==> src/rtl/fb_pkg.sv <==
// rtl/fb_pkg.sv - shared state encoding, layout defaults and address helper for the glyph scheduler
package fb_pkg;

    typedef enum logic [2:0] {
        ST_IDLE  = 3'd0,
        ST_SCAN  = 3'd1,
        ST_FETCH = 3'd2,
        ST_DRAIN = 3'd3,
        ST_CLEAR = 3'd4
    } fb_state_t;

    localparam int FB_GLYPH_ROWS  = 16;
    localparam int FB_DIGIT_PITCH = 2;
    localparam int FB_ROW_STRIDE  = 40;

    // Byte offset of one glyph row of one slot, relative to the framebuffer base.
    function automatic logic [31:0] fb_addr(input int slot, input int row,
                                            input int pitch, input int stride);
        return 32'(slot * pitch + row * stride);
    endfunction

endpackage

==> src/rtl/fb_rr_picker.sv <==
// rtl/fb_rr_picker.sv - combinational round-robin selector of the first dirty slot at or after a pointer
module fb_rr_picker #(
    parameter int N  = 4,
    parameter int IW = 2
) (
    input  logic [N-1:0]  i_dirty,
    input  logic [IW-1:0] i_ptr,
    output logic [IW-1:0] o_idx,
    output logic          o_valid
);

    always_comb begin
        int idx;
        idx     = 0;
        o_idx   = '0;
        o_valid = |i_dirty;
        // Walk from farthest to nearest so the nearest dirty slot wins.
        for (int k = N - 1; k >= 0; k--) begin
            idx = int'(i_ptr) + k;
            if (idx >= N) idx = idx - N;
            if (i_dirty[IW'(idx)]) o_idx = IW'(idx);
        end
    end

endmodule

==> src/rtl/fb_glyph_scheduler.sv <==
// rtl/fb_glyph_scheduler.sv - blits changed digit glyphs from font ROM into framebuffer RAM
// Optional FB_BLIT_CLEAR_EN: zero the glyph band of the framebuffer after reset before scanning.
module fb_glyph_scheduler
    import fb_pkg::*;
#(
    parameter int NUM_DIGITS  = 4,
    parameter int GLYPH_W     = 7,
    parameter int GLYPH_ROWS  = FB_GLYPH_ROWS,
    parameter int DIGIT_PITCH = FB_DIGIT_PITCH,
    parameter int ROW_STRIDE  = FB_ROW_STRIDE,
    parameter int BASE_ADDR   = 0,
    parameter int FB_AW       = 16,
    parameter int FA_W        = 11
) (
    input  logic                          clk,
    input  logic                          rst_n,
    input  logic [NUM_DIGITS*GLYPH_W-1:0] digit_code,
    input  logic                          force_all,
    output logic [FA_W-1:0]               font_addr,
    input  logic [7:0]                    font_data,
    output logic                          fb_we,
    output logic [FB_AW-1:0]              fb_waddr,
    output logic [7:0]                    fb_wdata,
    output logic                          busy,
    output logic                          blit_done
);

    localparam int IW = (NUM_DIGITS > 1) ? $clog2(NUM_DIGITS) : 1;
    localparam int RW = (GLYPH_ROWS > 1) ? $clog2(GLYPH_ROWS) : 1;
    localparam logic [RW-1:0] LAST_ROW = RW'(GLYPH_ROWS - 1);

    fb_state_t              r_state, w_next;
    logic [GLYPH_W-1:0]     r_shadow [NUM_DIGITS];
    logic [GLYPH_W-1:0]     r_code;
    logic [GLYPH_W-1:0]     w_pick_code;
    logic [NUM_DIGITS-1:0]  r_forced;
    logic [NUM_DIGITS-1:0]  w_dirty;
    logic [NUM_DIGITS-1:0]  w_take;
    logic [IW-1:0]          r_ptr, r_slot, w_pick_idx;
    logic                   w_pick_valid;
    logic [RW-1:0]          r_row;
    logic                   r_fb_we, r_font_sel, r_blit_done, r_busy;
    logic [FB_AW-1:0]       r_fb_waddr;
    logic                   w_we_d, w_font_sel_d, w_done_d;
    logic [FB_AW-1:0]       w_waddr_d;
    logic                   w_clr_last;
    logic [31:0]            w_clr_addr;

`ifdef FB_BLIT_CLEAR_EN
    localparam int CLR_N = GLYPH_ROWS * ROW_STRIDE;
    localparam int CW    = (CLR_N > 1) ? $clog2(CLR_N) : 1;
    localparam fb_state_t RESET_STATE = ST_CLEAR;

    logic [CW-1:0] r_clr_cnt;

    always_ff @(posedge clk or negedge rst_n) begin
        if (!rst_n)                 r_clr_cnt <= '0;
        else if (r_state == ST_CLEAR) r_clr_cnt <= r_clr_cnt + 1'b1;
    end

    assign w_clr_last = (r_clr_cnt == CW'(CLR_N - 1));
    assign w_clr_addr = 32'(r_clr_cnt);
`else
    localparam fb_state_t RESET_STATE = ST_SCAN;

    assign w_clr_last = 1'b0;
    assign w_clr_addr = 32'd0;
`endif

    // A slot is dirty while its input differs from what was last drawn, or a redraw was forced.
    always_comb begin
        w_dirty     = '0;
        w_pick_code = '0;
        for (int i = 0; i < NUM_DIGITS; i++) begin
            w_dirty[i] = r_forced[i] | force_all |
                         (digit_code[i*GLYPH_W +: GLYPH_W] != r_shadow[i]);
            if (IW'(i) == w_pick_idx) w_pick_code = digit_code[i*GLYPH_W +: GLYPH_W];
        end
    end

    fb_rr_picker #(
        .N  (NUM_DIGITS),
        .IW (IW)
    ) u_picker (
        .i_dirty (w_dirty),
        .i_ptr   (r_ptr),
        .o_idx   (w_pick_idx),
        .o_valid (w_pick_valid)
    );

    assign w_take = (r_state == ST_SCAN && w_pick_valid) ?
                    (NUM_DIGITS'(1) << w_pick_idx) : '0;

    always_ff @(posedge clk or negedge rst_n) begin
        if (!rst_n) r_state <= RESET_STATE;
        else        r_state <= w_next;
    end

    always_comb begin
        w_next = r_state;
        case (r_state)
            ST_IDLE:  if (|w_dirty) w_next = ST_SCAN;
            ST_SCAN:  w_next = w_pick_valid ? ST_FETCH : ST_IDLE;
            ST_FETCH: if (r_row == LAST_ROW) w_next = ST_DRAIN;
            // Skip the empty scan when nothing is waiting.
            ST_DRAIN: w_next = (|w_dirty) ? ST_SCAN : ST_IDLE;
            ST_CLEAR: if (w_clr_last) w_next = ST_SCAN;
            default:  w_next = ST_IDLE;
        endcase
    end

    always_comb begin
        w_we_d       = 1'b0;
        w_font_sel_d = 1'b0;
        w_done_d     = 1'b0;
        w_waddr_d    = r_fb_waddr;
        font_addr    = '0;
        case (r_state)
            ST_FETCH: begin
                w_we_d       = 1'b1;
                w_font_sel_d = 1'b1;
                w_done_d     = (r_row == LAST_ROW);
                w_waddr_d    = FB_AW'(32'(BASE_ADDR) +
                                      fb_addr(int'(r_slot), int'(r_row), DIGIT_PITCH, ROW_STRIDE));
                font_addr    = FA_W'(32'(r_code) * 32'(GLYPH_ROWS) + 32'(r_row));
            end
            ST_CLEAR: begin
                w_we_d    = 1'b1;
                w_waddr_d = FB_AW'(32'(BASE_ADDR) + w_clr_addr);
            end
            default: ;
        endcase
    end

    always_ff @(posedge clk or negedge rst_n) begin
        if (!rst_n) begin
            r_forced <= '1;
            for (int i = 0; i < NUM_DIGITS; i++) r_shadow[i] <= '0;
            r_code   <= '0;
            r_slot   <= '0;
            r_row    <= '0;
            r_ptr    <= '0;
        end else begin
            r_forced <= (r_forced | {NUM_DIGITS{force_all}}) & ~w_take;
            case (r_state)
                ST_SCAN: if (w_pick_valid) begin
                    r_shadow[w_pick_idx] <= w_pick_code;
                    r_code               <= w_pick_code;
                    r_slot               <= w_pick_idx;
                    r_row                <= '0;
                end
                ST_FETCH: r_row <= r_row + 1'b1;
                ST_DRAIN: r_ptr <= (r_slot == IW'(NUM_DIGITS - 1)) ? '0 : r_slot + 1'b1;
                default: ;
            endcase
        end
    end

    // Write stage trails the fetch by one cycle so font_data lines up with its address.
    always_ff @(posedge clk or negedge rst_n) begin
        if (!rst_n) begin
            r_fb_we     <= 1'b0;
            r_font_sel  <= 1'b0;
            r_fb_waddr  <= '0;
            r_blit_done <= 1'b0;
            r_busy      <= 1'b0;
        end else begin
            r_fb_we     <= w_we_d;
            r_font_sel  <= w_font_sel_d;
            r_fb_waddr  <= w_waddr_d;
            r_blit_done <= w_done_d;
            r_busy      <= (w_next != ST_IDLE);
        end
    end

    assign fb_we     = r_fb_we;
    assign fb_waddr  = r_fb_waddr;
    assign fb_wdata  = r_font_sel ? font_data : 8'h00;
    assign busy      = r_busy;
    assign blit_done = r_blit_done;

endmodule
==> config.mk <==
export PLATFORM = sky130hd
export DESIGN_NAME = fb_glyph_scheduler
export DESIGN_NICKNAME = d
export VERILOG_FILES = /design/src/rtl/fb_pkg.sv /design/src/rtl/fb_rr_picker.sv /design/src/rtl/fb_glyph_scheduler.sv
export SDC_FILE = /design/constraint.sdc
export NUM_CORES = 1
export LEC_CHECK = 0
export BUFFER_PORTS_ARGS = -buffer_cell sky130_fd_sc_hd__clkbuf_2
export CORE_ASPECT_RATIO = 0.9
export CORE_MARGIN = 3
export CORE_UTILIZATION = 54
export CTS_CLUSTER_SIZE = 25
export DETAILED_ROUTE_END_ITERATION = 12
export PLACE_DENSITY = 0.8
export SLEW_MARGIN = 20
export SYNTH_ARGS = -nofsm -noshare
export SYNTH_HDL_FRONTEND = slang
export SYNTH_SLANG_ARGS = --single-unit
==> constraint.sdc <==
create_clock -name clk -period 3.3 [get_ports clk]
set_input_delay 0.495 -clock clk [delete_from_list [all_inputs] [get_ports clk]]
set_output_delay 0.495 -clock clk [all_outputs]
set_load 0.01 [all_outputs]
-- Word-level counts from Yosys, hierarchy flattened
Index checks and enable logic that the tools add are counted.
- register bits: 70
- latch bits: 0
- RAM bits: 0
- ROM bits: 0
- input bits: 39
- output and inout port bits: 38
- logic and storage cells: 117
- memories kept: 0
- add/sub/neg operators: 11
- multipliers: 1
- div/mod/pow operators: 0
- $lt $le $gt $ge: 10
- eq/ne operators: 14
- shift-type cells: 1
- muxes and demuxes: 42
- bitwise operators: 12
- reduce and logical (&&, ||, !) cells: 11
- operators by type and width (kind ; number):
    two-way mux 7 bit ; 5
    case mux 16 bit (2 select lines) ; 1
    bitwise mux 28 bit ; 1
    inequality test 7 bit ; 4
    two-way mux 2 bit ; 10
    less-than comparator 2 x 4 -> 1 bit, second input constant ; 4
    case mux 3 bit (5 select lines) ; 1
    demux 7 bit (select 2 bit) ; 1
    >= comparator 3 bit, second input constant ; 4
    two-way mux 1 bit ; 12
    adder 11 x 4 -> 11 bit ; 1
    adder 3 x 10 -> 11 bit ; 1
    two-way mux 11 bit ; 1
    binary-select mux 1 bit (select 2 bit) ; 4
    two-way mux 4 bit ; 2
    two-way mux 8 bit ; 1
    bitwise OR 1 bit ; 8
    case mux 4 bit (2 select lines) ; 1
    subtractor 2 x 1 -> 2 bit, second input constant ; 4
    multiplier 4 x 3 -> 7 bit, second input constant ; 1
    adder 2 x 2 -> 3 bit, second input constant ; 2
    equality test 3 x 2 -> 1 bit, second input constant ; 2
    two-way mux 3 bit ; 2
    adder 4 x 1 -> 4 bit, second input constant ; 1
    24 further kinds ; 28

-- Longest topological paths before layout
Gate-level depths: netlist of the first run.
- depth after elaboration: 16
- mapped depth: 9
- mapped depth without buffers: 7

-- Cells and area by module
From an unflattened synthesis of the first run, not the netlist that was laid out.
- cells, all modules: 271
- area, all modules: 3200.6 sq um
- by module, submodules not included (module ; times used ; cells an instance ; area an instance (sq um) ; seq. area each (sq um)):
    fb_glyph_scheduler ; 1 ; 258 ; 3123.0 ; 1582.8
    fb_rr_picker ; 1 ; 13 ; 77.6 ; 0.0

-- Worst setup path before layout of the first run
No wires, ideal clock.
- path kind: in2reg
- from: input digit_code[21]
- to: register r_shadow[21] (netlist name)
- library setup time: 0.125 ns
- arrival: 2.369 ns
- required time: 3.175 ns
- slack: 0.806 ns
- cell stages on the path: 8
- buffers on the path: 1
- path through: xnor2_1 > nand2_1 > or4_4 > o221a_4 > a21boi_4 > nor2b_1 > buf_6 > mux2_4
- longest elaborated chain between the ends: 15
- elaborated cells between the ends (all ways): 35
- those cells by class: order compare (2); eq/ne (4); mux (23); bitwise (2); reduce/logical (4)
- ends and longest elaborated chain (element ; RTL line ; text):
    start, declared ; fb_glyph_scheduler.sv:17 ; input logic [NUM_DIGITS*GLYPH_W-1:0] digit_code,
    inequality test 7 bit ; fb_glyph_scheduler.sv:76 ; (digit_code[i*GLYPH_W +: GLYPH_W] != r_shadow[i]);
    bitwise OR 1 bit ; fb_glyph_scheduler.sv:75 ; w_dirty[i] = r_forced[i] | force_all |
    binary-select mux 1 bit (select 2 bit) ; fb_rr_picker.sv:21 ; if (i_dirty[IW'(idx)]) o_idx = IW'(idx);
    two-way mux 1 bit (not written as such) (2 in a row) ; fb_rr_picker.sv:21 ;
    two-way mux 2 bit (4 in a row) ; fb_rr_picker.sv:21 ;
    inverter 2 -> 3 bit (not written as such) or logical NOT 2 bit (tied branches) ; fb_glyph_scheduler.sv:147, fb_glyph_scheduler.sv:77 ;
    >= comparator 3 bit (not written as such) (tied with other cells) ; fb_glyph_scheduler.sv:147 ; r_shadow[w_pick_idx] <= w_pick_code;
    logical AND 1 bit (not written as such) or two-way mux 7 bit (tied branches) ; fb_glyph_scheduler.sv:147, fb_glyph_scheduler.sv:77 ;
    two-way mux 7 bit (on tied branches) ; fb_glyph_scheduler.sv:147, fb_glyph_scheduler.sv:77 ;
    demux 7 bit (select 2 bit) or two-way mux 7 bit (tied branches) ; fb_glyph_scheduler.sv:147, fb_glyph_scheduler.sv:77 ;
    bitwise mux 28 bit ; fb_glyph_scheduler.sv:147 ;
    end signal, assigned by index ; fb_glyph_scheduler.sv:147 ;
    end, declared ; fb_glyph_scheduler.sv:33 ; logic [GLYPH_W-1:0] r_shadow [NUM_DIGITS];
Parallel ways exist; a longest one is shown, timed or not. The select of a mux whose other input is x is not followed.
A chain may end at the register's enable or synchronous reset.

-- Final worst setup path of the first run
- from: register r_shadow[16] (netlist name)
- to: register r_shadow[9] (netlist name)
- longest elaborated chain between the ends: 15
- elaborated cells between the ends (all ways): 35
- those cells by class: order compare (2); eq/ne (4); mux (23); bitwise (2); reduce/logical (4)
- ends and longest elaborated chain (element ; RTL line):
    inequality test 7 bit * ; fb_glyph_scheduler.sv:76
    bitwise OR 1 bit * ; fb_glyph_scheduler.sv:75
    binary-select mux 1 bit (select 2 bit) ; fb_rr_picker.sv:21
    two-way mux 1 bit (not written as such) (2 in a row) ; fb_rr_picker.sv:21
    two-way mux 2 bit (4 in a row) ; fb_rr_picker.sv:21
    inverter 2 -> 3 bit (not written as such) or logical NOT 2 bit (tied branches) ; fb_glyph_scheduler.sv:147, fb_glyph_scheduler.sv:77
    >= comparator 3 bit (not written as such) (tied with other cells) ; fb_glyph_scheduler.sv:147
    logical AND 1 bit (not written as such) or two-way mux 7 bit (tied branches) ; fb_glyph_scheduler.sv:147, fb_glyph_scheduler.sv:77
    two-way mux 7 bit (on tied branches) ; fb_glyph_scheduler.sv:147, fb_glyph_scheduler.sv:77
    demux 7 bit (select 2 bit) or two-way mux 7 bit (tied branches) ; fb_glyph_scheduler.sv:147, fb_glyph_scheduler.sv:77
    bitwise mux 28 bit ; fb_glyph_scheduler.sv:147
Mark *: on every way between the ends. The rest lies on a longest branch, timed or not. The select of a mux whose other input is x is not followed.

==> results.cfg, run 1 <==
[outcome]
status = finished clean

[worst_setup_path]
timing.critical_path.required_ns = 3.51
timing.critical_path.from_type = flip-flop
critical_path_peak_fanout = 11
worst_r2r_startpoint = r_shadow[16]
critPathCaptureType = flip-flop
cp-startpoint = r_shadow[16]
critical_path_class = reg2reg
cp_data_arrival_time_ns = 3.01

[sta]
max_clock_freq_mhz = 357
slew_headroom_pct = 44.4
slew_viol_final = 0
report.final.setup_viol = 0
fin_skew_ns = 0.00701
fin_crit_ns = 2.80
total_negative_slack_for_setup_checks_ns = 0
timing.final.ws_setup_ns = 0.499
timing.hold.ws_ns = 0.0218
worst-slew-pin-transition_ns = 0.821
final_number_of_hold_violating_endpoints = 0
final.period_utilization_pct = 84.9
unrepaired_setup_endpoints_after_global_routing = no

[final_layout]
fill_cells = 446
antenna_cells_inserted = 0
final-seq-area_um2 = 1580
area_delta_synth_final_pct = 17.6
total_area_of_multi_input_combinational_cells_um2 = 1730
final_net_count = 405
final_layout_size_suffix_gt1_share_pct = 37.9

[placement]
gp_congestion = 0.918
dp_hpwl_um = 5270
placement.io_buffers = 69
place_worst_setup_slack_ns = 0.268

[global_routing]
number_of_global_route_vias_before_repair = 2417
antenna_violations_before_repair = 0
groute.usage.overall_pct = 20.7
grt_first_pass_wirelength_um = 11800
grt_start_max_net_pins = 54
globalRouteOverflowTotal = 0

[floorplanning]
design.die.area_um2 = 7300
core_region_area_um2 = 5890
starting_utilization_of_the_core_area_pct = 57.8
floorplan.die.width_um = 89.7
std_cell_rows = 26
io-pin-count = 77
die_h_um = 81.3

[flow_run]
maxCapViolations = 0

[routing]
drt_iter0_drc = 134
detail_route.drc_violations = 0
avg_wl_per_cell_um = 15.6
count_of_vias_placed_by_the_detailed_router = 2414
drt_pre_antenna_iters = 4
viasPerCell = 5.39
antenna_violating_nets_post_route = 0
drt-total-wl_um = 7000

[power]
power.net_switching_mw = 0.587
p_seq_share_pct = 45.7
ir_worst_vdd_uv = 396
report.power.total_mw = 2.22
clock_power_share_pct = 30.9
internal-power_mw = 1.63
power_density_nw_per_um2 = 554
p_comb_share_pct = 23.4
switching_share_pct = 26.5
leakagePower_nw = 1.80

[yosys]
dominantRegCellSynth = dfrtp_1
number_of_flip_flops_and_latches_in_the_synthesized_netlist = 63
count_of_distinct_cell_types_in_the_synthesized_netlist = 51
synthCells = 285
syn-mean-instance-area_um2 = 12.0
synth-async-reset-ratio_pct = 100
syn_area_um2 = 3410
share_of_synthesized_area_occupied_by_flip_flops_and_latches_pct = 46.5
ys_warn_count = 0
synth_enable_flop_cells = 0

[cts]
ctsHtreeMaxLevel = 3
clock_tree.root_cell = clkbuf_8
clk_transition_reported_paths_ns = 0.07
cts_tree = yes
maximum_clock_insertion_buffer_count = 2
cts_repair_resize_count = 0
insertion_delay_ns = 0.33
cts.sinks = 63
cts-hold-fix-buffers = 0
tritoncts.num_buffers = 9
setup_fix_buffers_added_after_clock_tree_synthesis = 0

[min_path]
min-delay-path-class = in2async
==> cell families (layout without fill, tap and decap cells) <==
family | after synthesis | after routing | share of synthesized area [%]
AOI/OAI and AO/OA | 47 | 47 | 11.0
xor gates and xnor gates | 32 | 32 | 8.23
adders and majority gates | 7 | 7 | 2.79
buffers and inverters | 17 | 90 | 3.45
DFF | 63 | 63 | 46.5
muxes | 37 | 37 | 14.5
other | 1 | 7 | 0.110
and+or+nand+nor | 81 | 81 | 13.4
==> cells in the final DEF, fill, tap and decap left out, types with 2 or more instances in the layout <==
cell / netlist / routed
a21o_1: 3 / 3
a21oi_1: 7 / 7
a221o_1: 7 / 7
a22o_1: 7 / 7
and2_1: 20 / 20
and3_1: 2 / 2
buf_4: 8 / 3
clkbuf_2: 0 / 69
clkbuf_8: 0 / 12
clkinv_2: 0 / 2
conb_1: 1 / 7
dfrtp_1: 58 / 58
dfstp_2: 5 / 5
ha_1: 6 / 6
inv_1: 2 / 2
mux2_1: 2 / 2
mux2_2: 13 / 13
mux2_4: 21 / 21
nand2_1: 12 / 12
nand3_1: 8 / 8
nand4_1: 6 / 6
nor2_1: 12 / 12
nor2b_1: 3 / 3
o21a_1: 2 / 2
o21ai_0: 11 / 11
o21ai_1: 2 / 2
or2_1: 2 / 2
or2_2: 3 / 3
or3_1: 2 / 2
xnor2_1: 29 / 29
xor2_1: 3 / 3
==> critical path: stages (launching register included) <==
cell	delay, ns
dfrtp_1	0.40
xnor2_1	0.18
nand4_1	0.14
or2_1	0.32
o311a_4	0.44
nor2_2	0.41
and2_1	0.42
mux2_2	0.38
==> power groups by stage <==
stage / clock network, mW / logic (mW) / registers (mW)
6_report: 0.686 / 0.518 / 1.01
5_1_grt: 0.748 / 0.571 / 1.03
4_1_cts: 0.707 / 0.524 / 1.01
3_5_place_dp: 0 / 0.520 / 1.03
3_3_place_gp: 0 / 0.508 / 1.02
2_1_floorplan: 0 / 0.386 / 1.00
==> synthesized netlist by cell type, types with 2 or more instances <==
cell      count  area share (%)
a21o_1        3            0.66
a21oi_1       7             1.0
a221o_1       7             2.1
a22o_1        7             1.8
and2_1       20             3.7
and3_1        2            0.37
buf_4         8             1.8
buf_6         3            0.99
clkbuf_1      3            0.33
dfrtp_1      58              43
dfstp_2       5             3.9
ha_1          6             2.2
inv_1         2            0.22
mux2_1        2            0.66
mux2_2       13             4.3
mux2_4       21             9.3
nand2_1      12             1.3
nand3_1       8             1.2
nand4_1       6             1.1
nor2_1       12             1.3
nor2b_1       3            0.55
nor3b_1       2            0.44
o21a_1        2            0.44
o21ai_0      11             1.6
o21ai_1       2            0.29
or2_1         2            0.37
or2_2         3            0.55
or3_1         2            0.37
xnor2_1      29             7.5
xor2_1        3            0.77
==> flip-flops by register name, summed over array words and instances, names as in the netlist <==
name        flops
r_row           4
busy            1
r_font_sel      1
fb_we           1
fb_waddr        9
blit_done       1
r_code          7
r_shadow       28
r_state         3
r_slot          2
r_ptr           2
r_forced        4
==> per-stage QoR <==
stage | area (um^2) | cells | util (%)
2_1_floorplan | 3430 | 291 | -
3_3_place_gp | 3800 | 432 | 64.5
3_5_place_dp | 3800 | 432 | 64.5
4_1_cts | 4010 | 448 | 68.0
5_1_grt | 4010 | 448 | 68.0
6_report | 4010 | 448 | 68.0
==> layer usage <==
metal | vias up | wire length, um | track usage [%] | share of wire (%)
met5 | - | 0 | 0 | 0
met4 | 0 | 59 | 6.13 | 0.84
met3 | 8 | 434 | 7.41 | 6.2
met2 | 87 | 3290 | 32.2 | 47
met1 | 1171 | 3220 | 27.7 | 46
li1 | 1148 | - | - | -
==> cell type report <==
class / count / share of cell area (%)
multi-input cells: 211 / 43.3
flip-flops and latches: 63 / 39.5
repair buffers: 72 / 9.18
clock buffers: 13 / 4.22
well taps: 84 / 2.62
clock inverters: 3 / 1.00
inverters: 2 / 0.187
==> final timing paths <==
kind	endpoint	slack, ns	cells after the start
worst max-delay path	r_shadow[9]	0.50	7
worst min-delay path	fb_waddr[9]	0.02	1
worst max register to register	r_shadow[9]	0.50	7
worst min register to register	fb_waddr[4]	0.48	1
max in group asynchronous	r_shadow[25]	2.35	2
min in group clk	r_shadow[12]	0.44	2
No activity file was read; power rests on OpenSTA's default activity.
==> run 2: changes to the inputs <==
--- a/config.mk
+++ b/config.mk
@@ -8,10 +8,10 @@
 export BUFFER_PORTS_ARGS = -buffer_cell sky130_fd_sc_hd__clkbuf_2
 export CORE_ASPECT_RATIO = 0.9
 export CORE_MARGIN = 3
-export CORE_UTILIZATION = 54
+export CORE_UTILIZATION = 49
 export CTS_CLUSTER_SIZE = 25
 export DETAILED_ROUTE_END_ITERATION = 12
-export PLACE_DENSITY = 0.8
+export PLACE_DENSITY = 0.76
 export SLEW_MARGIN = 20
 export SYNTH_ARGS = -nofsm -noshare
 export SYNTH_HDL_FRONTEND = slang
==> constraint.sdc (replaced) <==
create_clock -name clk -period 2.4 [get_ports clk]
set_input_delay 0.36 -clock clk [delete_from_list [all_inputs] [get_ports clk]]
set_output_delay 0.36 -clock clk [all_outputs]
set_load 0.01 [all_outputs]
==> run 2 against run 1 <==
Effect of this change:
- the run now ends with setup timing left
- maximum frequency grew 13%
- final cell count grew 13%
- sequential power grew 40%
==> results.cfg, run 2 (synthesis gave the netlist of run 1 again) <==
[final_layout]
antenna_cells_inserted = 0
utilization_pct = 69.1
final_layout_size_suffix_gt1_share_pct = 49.2
layout.cells.most_common_list = 69 x clkbuf_2, 58 x dfrtp_1, 47 x buf_4
largest_register_ffs = 28
top_register = r_shadow
final_net_count = 458
area_delta_synth_final_pct = 35.1
layout.cells.most_common = clkbuf_2

[floorplanning]
design.die.area_um2 = 7990
starting_utilization_of_the_core_area_pct = 51.2
io-pin-count = 77
std_cell_rows = 28
core_region_area_um2 = 6660
floorplan.die.width_um = 93.9
die_h_um = 85.1

[flow_run]
maxCapViolations = 0

[sta]
max_clock_freq_mhz = 405
worst-slew-pin-transition_ns = 0.717
timing.final.ws_setup_ns = -0.0684
total_negative_slack_for_setup_checks_ns = -1.26
unrepaired_setup_endpoints_after_global_routing = yes
fin_crit_ns = 2.47
final.period_utilization_pct = 103
timing.hold.ws_ns = 0.0392
report.final.setup_viol = 36
fin_skew_ns = 0.0107
slew_viol_final = 0
slew_headroom_pct = 52.0
final_number_of_hold_violating_endpoints = 0

[cts]
maximum_clock_insertion_buffer_count = 2
clk_transition_reported_paths_ns = 0.07
insertion_delay_ns = 0.34
cts-hold-fix-buffers = 0
tritoncts.num_buffers = 9
cts.sinks = 63
ctsHtreeMaxLevel = 3
clock_tree.root_cell = clkbuf_8
cts_tree = yes

[routing]
avg_wl_per_cell_um = 16.7
drt_iter0_drc = 253
detail_route.drc_violations = 0
count_of_vias_placed_by_the_detailed_router = 2650
viasPerCell = 5.23
drt_pre_antenna_iters = 4
drt-total-wl_um = 8490
antenna_violating_nets_post_route = 0

[outcome]
status = complete, but fails checks
violated_checks = setup timing

[worst_setup_path]
timing.critical_path.from_type = flip-flop
cp-startpoint = r_shadow[21]
worst_r2r_startpoint = r_shadow[21]
critical_path_peak_fanout = 10
critical_path_class = reg2reg
critPathCaptureType = flip-flop
cp_data_arrival_time_ns = 2.68
timing.critical_path.required_ns = 2.62

[power]
ir_worst_vdd_uv = 613
leakagePower_nw = 2.17
p_comb_share_pct = 27.3
p_seq_share_pct = 44.0
switching_share_pct = 28.4
internal-power_mw = 2.30
clock_power_share_pct = 28.7
power_density_nw_per_um2 = 699
report.power.total_mw = 3.22
power.net_switching_mw = 0.912

[global_routing]
groute.usage.overall_pct = 22.1
grt_start_max_net_pins = 40
globalRouteOverflowTotal = 0
antenna_violations_before_repair = 0
number_of_global_route_vias_before_repair = 2748
grt_first_pass_wirelength_um = 13700

[placement]
placement.io_buffers = 69
gp_congestion = 0.935
dp_hpwl_um = 6070

[min_path]
min-delay-path-class = in2async
[run 2: cell count changes in the layout (fill, tap and decap cells not counted), sizes merged]
cell and delta:
clkbuf -2, clkinvlp +3, clkinv -1, buf +53
[run 2: stage by stage]
stage / cell area, um^2 / cells / setup slack, ns
4_1_cts: 4490 / 505 / -0.0263
2_1_floorplan: 3430 / 291 / 0.00752
5_1_grt: 4600 / 507 / -0.167
3_3_place_gp: 4190 / 485 / -0.0924
3_5_place_dp: 4190 / 485 / -0.156
6_report: 4600 / 507 / -0.0684
[run 2: per-layer routing]
layer  vias up  share of wire, %  GRT usage (%)
met5         -                 0              0
met4         0               1.2           7.22
met3        10               5.3           4.96
met2        85                50           35.7
met1      1299                43           29.7
li1       1256                 -              -
[run 2: worst paths after layout]
| kind | end | slack, ns | cells past startpoint |
|---|---|---|---|
| min | r_shadow[6] | 0.04 | 1 |
| max in group asynchronous | r_forced[2] | 1.66 | 2 |
| max | r_code[4] | -0.07 | 8 |
| min reg2reg | fb_waddr[3] | 0.49 | 1 |
| max reg2reg | r_code[4] | -0.07 | 8 |
| min in group clk | r_shadow[12] | 0.32 | 2 |
[run 2: final cells by class]
class,instances,area (um^2)
sequential,63,1580
fill,489,2060
timing repair buffer,125,830
clock buffer,11,141
inverter,2,7.51
multi-input combinational,211,1870
tap,90,113
clock inverter,5,57.6
[run 2: worst max-delay path, stage by stage (launching register included)]
cell and delay [ns]:
dfrtp_1 0.41, xnor2_2 0.15, nand4_1 0.25, o21a_1 0.29, o311a_4 0.34, nor2_4 0.11
buf_12 0.15, mux2_4 0.30, a221o_1 0.33
[run 2: repair_timing]
| action | in CTS | in global routing |
|---|---|---|
| setup buffers | 4 | 2 |
| endpoints found under the setup margin | 29 | 37 |
| pin swaps | 18 | 20 |
| gates resized for setup | 18 | 19 |
[run 2: power groups by stage]
stage                     combinational, mW  clock [mW]  sequential (mW)
after floorplan                       0.531           0             1.37
after global placement                0.753           0             1.41
after detailed placement              0.782           0             1.41
after CTS                             0.826       0.940             1.40
after global routing                  0.943       0.984             1.44
final                                 0.879       0.924             1.41
